==> src/rtl/cpu_pkg.sv <==
// Shared CPU definitions: opcode encodings, condition-code bit positions
// and default datapath geometry.
package cpu_pkg;

    localparam int DW_DEF = 16;
    localparam int RW_DEF = 4;

    localparam logic [3:0] OP_ADD    = 4'b0000;
    localparam logic [3:0] OP_PADDSB = 4'b0001;
    localparam logic [3:0] OP_SUB    = 4'b0010;
    localparam logic [3:0] OP_AND    = 4'b0011;
    localparam logic [3:0] OP_NOR    = 4'b0100;
    localparam logic [3:0] OP_SLL    = 4'b0101;
    localparam logic [3:0] OP_SRL    = 4'b0110;
    localparam logic [3:0] OP_SRA    = 4'b0111;
    localparam logic [3:0] OP_LW     = 4'b1000;

    localparam int FLG_Z = 0;
    localparam int FLG_V = 1;
    localparam int FLG_N = 2;

endpackage

==> src/rtl/flag_reg.sv <==
// Condition-code register (Z, V, N) with opcode-class update decode.
// Build option FLAG_FWD_EN: when defined, the flag outputs present the
// next-flag value combinationally so a dependent branch needs no bubble.
module flag_reg
    import cpu_pkg::*;
(
    input  logic       clk,
    input  logic       rst_n,
    input  logic       accept,
    input  logic [3:0] opcode,
    input  logic       alu_zr,
    input  logic       alu_ov,
    input  logic       alu_neg,
    output logic       flag_z,
    output logic       flag_v,
    output logic       flag_n
);

    logic [2:0] flags_q;
    logic [2:0] flags_next;
    logic       updates_all;
    logic       updates_z;

    // Opcode class decode and next-flag computation.
    always_comb begin
        updates_all = (opcode == OP_ADD) || (opcode == OP_SUB);
        updates_z   = (opcode == OP_AND) || (opcode == OP_NOR) ||
                      (opcode == OP_SLL) || (opcode == OP_SRL) ||
                      (opcode == OP_SRA);
        flags_next  = flags_q;
        if (accept && updates_all) begin
            flags_next[FLG_Z] = alu_zr;
            flags_next[FLG_V] = alu_ov;
            flags_next[FLG_N] = alu_neg;
        end else if (accept && updates_z) begin
            flags_next[FLG_Z] = alu_zr;
        end
    end

    // Flag register; accept already excludes stall, flush and bubbles.
    always_ff @(posedge clk or negedge rst_n) begin
        if (!rst_n) begin
            flags_q <= '0;
        end else begin
            flags_q <= flags_next;
        end
    end

`ifdef FLAG_FWD_EN
    assign flag_z = flags_next[FLG_Z];
    assign flag_v = flags_next[FLG_V];
    assign flag_n = flags_next[FLG_N];
`else
    assign flag_z = flags_q[FLG_Z];
    assign flag_v = flags_q[FLG_V];
    assign flag_n = flags_q[FLG_N];
`endif

endmodule

==> src/rtl/ex_mem_stage.sv <==
// EX/MEM pipeline register: captures ALU result, destination, memory
// controls and store data, and owns the architectural flags via flag_reg.
// Build option FLAG_FWD_EN selects combinational flag forwarding.
module ex_mem_stage
    import cpu_pkg::*;
#(
    parameter int DW = DW_DEF,
    parameter int RW = RW_DEF
) (
    input  logic          clk,
    input  logic          rst_n,
    input  logic          ex_valid,
    input  logic [3:0]    ex_opcode,
    input  logic [DW-1:0] alu_dst,
    input  logic          alu_ov,
    input  logic          alu_zr,
    input  logic          alu_neg,
    input  logic [RW-1:0] ex_rd,
    input  logic          ex_we,
    input  logic          ex_mem_re,
    input  logic          ex_mem_we,
    input  logic [DW-1:0] ex_store_data,
    input  logic          mem_stall,
    input  logic          flush,
    output logic          ex_ready,
    output logic          mem_valid,
    output logic [DW-1:0] mem_alu_res,
    output logic [RW-1:0] mem_rd,
    output logic          mem_we,
    output logic          mem_re,
    output logic          mem_wr,
    output logic [DW-1:0] mem_store_data,
    output logic          flag_z,
    output logic          flag_v,
    output logic          flag_n
);

    logic          accept;
    logic          valid_q;
    logic [DW-1:0] res_q;
    logic [RW-1:0] rd_q;
    logic          we_q;
    logic          re_q;
    logic          wr_q;
    logic [DW-1:0] sd_q;

    assign ex_ready = !mem_stall;
    assign accept   = ex_valid && ex_ready && !flush;

    // Pipeline register: stall holds everything, flush only clears valid.
    always_ff @(posedge clk or negedge rst_n) begin
        if (!rst_n) begin
            valid_q <= 1'b0;
            res_q   <= '0;
            rd_q    <= '0;
            we_q    <= 1'b0;
            re_q    <= 1'b0;
            wr_q    <= 1'b0;
            sd_q    <= '0;
        end else if (!mem_stall) begin
            valid_q <= ex_valid && !flush;
            res_q   <= alu_dst;
            rd_q    <= ex_rd;
            we_q    <= ex_we;
            re_q    <= ex_mem_re;
            wr_q    <= ex_mem_we;
            sd_q    <= ex_store_data;
        end
    end

    assign mem_valid      = valid_q;
    assign mem_alu_res    = res_q;
    assign mem_rd         = rd_q;
    assign mem_store_data = sd_q;
    assign mem_we         = valid_q && we_q;
    assign mem_re         = valid_q && re_q;
    assign mem_wr         = valid_q && wr_q;

    flag_reg u_flag_reg (
        .clk     (clk),
        .rst_n   (rst_n),
        .accept  (accept),
        .opcode  (ex_opcode),
        .alu_zr  (alu_zr),
        .alu_ov  (alu_ov),
        .alu_neg (alu_neg),
        .flag_z  (flag_z),
        .flag_v  (flag_v),
        .flag_n  (flag_n)
    );

endmodule

==> config.mk <==
export PLATFORM = sky130hd
export DESIGN_NAME = ex_mem_stage
export DESIGN_NICKNAME = d
export VERILOG_FILES = /design/src/rtl/cpu_pkg.sv /design/src/rtl/flag_reg.sv /design/src/rtl/ex_mem_stage.sv
export SDC_FILE = /design/constraint.sdc
export NUM_CORES = 1
export LEC_CHECK = 0
export CELL_PAD_IN_SITES_DETAIL_PLACEMENT = 2
export CELL_PAD_IN_SITES_GLOBAL_PLACEMENT = 2
export CORE_ASPECT_RATIO = 0.75
export CORE_MARGIN = 10
export CORE_UTILIZATION = 21
export DETAILED_ROUTE_END_ITERATION = 10
export GPL_TIMING_DRIVEN = 0
export PLACE_DENSITY = 0.82
export SLEW_MARGIN = 20
export SYNTH_ARGS = -nofsm -noshare
export SYNTH_HDL_FRONTEND = slang
export SYNTH_SLANG_ARGS = --single-unit
==> constraint.sdc <==
create_clock -name clk -period 1 [get_ports clk]
set_input_delay 0.3 -clock clk [delete_from_list [all_inputs] [get_ports clk]]
set_output_delay 0.3 -clock clk [all_outputs]
set_load 0.005 [all_outputs]
==> impl_results.md <==
- Status: finished with violations
- Failing checks: negative setup slack
- Setup Viol. Count Final: 47
- Area Overhead vs Synth: 64.7%
- Clock period minus worst slack: between 1000 and 1500 ps
- Mapped Cells: just over 100
- CTS Hold Buffers Added: 0
- DP HPWL: 4.40 mm
- Type of origin of the critical path: input port
- Pins Over Slew Limit: 0
- Commonest non-fill, non-tap cell in the layout: buf_2
- Initial core utilization: around 22%
- Leak: about 1.2 nW
- CP arrival: roughly 1600 ps
- CTS clk-pin slew, worst paths: around 80 ps
- Clk_skew: 0 ps
- Total power: approximately 3.8 mW
- Grt ovf: 0
- Cell count after placement: 296
- Final setup margin: -450 ps
- Die width: between 100 and 150 um
- Maximum clock rate: 0.689 GHz
- Cell Area, Synth: around 1700 um2
- CP Max Fanout: 2
- Area of the multi-input gates: 563 um2
- Layout Cells excl Fill: approximately 310
- Relative slew slack: just over 60%
- Global-route wire length before repair: roughly 8.3 mm
- Vias/cell: roughly 4.0
- IO Count: 95
- Share of cells above drive strength 1: a little over half
- GP Congestion: about 0.65
- Synth Net Count: 152
- Initial drt markers: 18
- Avg Cell Area, Syn: around 16 um2
- Largest net degree at the start of global routing: 24
- Max-Cap Viols: 0
- CTS buffer count: 5
- Gr usage total: under 10%
- Hold Vio Cnt, Final: 0
- Fillers: approximately 830
- Yosys cell types: 14
- Residual DRC: 0
- Die Y: 96.9 um
- Vias in the first global route: approximately 1500
- Register Area: roughly 1100 um2
- Final WL: 5.52 mm
- CTS H-tree lvls: 2
- Worst Tran Pin Value: 582 ps
- Clock buffer depth: 2
- Antenna violations before repair: 0
- Final Cycle Share: 145%
- Drt pass-1 iters: 3
- Post-synthesis sequential area ratio: 65.1%
- Ys Warns: 0
- Site Rows: 27
- Hold/Removal Path Class: input port to async pin
- Nets: between 200 and 300
- Routed Antenna Nets: 0
- Worst EP required: 1170 ps
- DR WL/cell: between 15 and 20 um
- Vias: between 1000 and 1500
- Number of synthesized register bits: 43
- Skew-Pair Late Insertion Delay: between 200 and 300 ps
- Worst setup EP type: flop
- Area of the core: around 7500 um2
- Max VDD drop: 0.492 mV
- Port bufs: 93
- Hold_ws: between 5 and 6 ps
- Critical path type: input port to flop
- Most frequent cells in the layout: buf_2 (46), clkdlybuf4s50_1 (45), dfrtp_1 (43)
- CTS tree: done
- Clock tree sinks: between 40 and 50
- Clk root buf: clkbuf_8
- Diodes inserted: 0
- RSZ-0062 raised after global routing: yes
- Die Footprint: ~12000 um2
- Power Dens Cells: about 1400 nW/um2
## power by group
group | internal (mW) | switching (mW)
Clock | 0.466 | 0.539
Combinational | 0.533 | 0.285
Sequential | 1.92 | 0.0892
## repair_timing
item | 4_1_cts | 5_1_grt
endpoints found under the setup margin | 47 | 47
pin swaps | 5 | 3
resized for setup | 191 | 6
setup buffers | 6 | 6
## synthesized netlist by cell type
cell type / count / area (um2)
a21oi_1: 1 / 5.00
and2_1: 3 / 18.8
buf_6: 1 / 11.3
clkbuf_1: 4 / 15.0
dfrtp_1: 43 / 1080
inv_1: 1 / 3.75
mux2_2: 40 / 450
mux2_4: 2 / 30.0
nand2_1: 1 / 3.75
nand2b_1: 1 / 6.26
nor2_1: 1 / 3.75
o21ai_0: 1 / 5.00
or3_4: 1 / 11.3
or4b_4: 1 / 13.8
## cell type report
type | count | share of cell area [%]
Sequential cell | 43 | 39.5
Tap cell | 101 | 4.64
Multi-Input combinational cell | 52 | 20.7
Buffer | 5 | 2.11
Clock buffer | 6 | 2.66
Inverter | 1 | 0.138
Timing Repair Buffer | 106 | 30.3
## per-stage QoR
stage                     area, um2  TNS (ps)  utilization, %  setup WS (ps)
after floorplan                1670     -2630               -           -676
after global placement         2730    -85250            36.4          -1660
after detailed placement       2750    -15220            36.7          -1060
after CTS                      2670     -7070            35.7           -458
after global routing           2720     -8040            36.3           -453
final                          2720     -5930            36.3           -450
## kinds of logic (layout without fill, tap and decap cells)
group	count (synthesis)	after routing	share of synthesized area (%)
compound gates	2	2	0.605
buf+inv	6	118	1.81
flops	43	43	65.1
mux	42	42	29.0
simple gates	8	8	3.48
## flip-flops by register name, indices dropped and copies added, names as in the netlist
signal and flops:
mem_alu_res 16, we_q 1, mem_rd 4, mem_valid 1
mem_store_data 16, re_q 1, wr_q 1, u_flag_reg.flags_q 3
## final timing paths
path,start,endpoint,slack [ps],cells after the start
max in group asynchronous,rst_n,mem_alu_res[14]$_DFFE_PN0N_,480,2
worst max-delay path,ex_opcode[3],u_flag_reg.flags_q[2]$_DFFE_PN0P_,-450,4
min in group clk,ex_valid,mem_valid$_DFFE_PN0N_,290,3
worst min register to register,mem_store_data[0]$_DFFE_PN0N_,mem_store_data[0]$_DFFE_PN0N_,500,1
worst max register to register,mem_store_data[13]$_DFFE_PN0N_,mem_store_data[13]$_DFFE_PN0N_,0,3
worst min-delay path,rst_n,mem_alu_res[8]$_DFFE_PN0N_,5,1
## layer usage
metal / wire [um] / track usage [%] / vias to the layer above
li1: - / - / 571
met1: 2300 / 10.5 / 619
met2: 2610 / 13.9 / 63
met3: 584 / 4.75 / 2
met4: 16 / 1.89 / 0
met5: 0 / 0 / -
## worst max-delay path, stage by stage
cell and delay, ps:
buf_6 90, or4b_4 520, or3_4 400, mux2_4 310
Power figures use the tool's default switching activity.
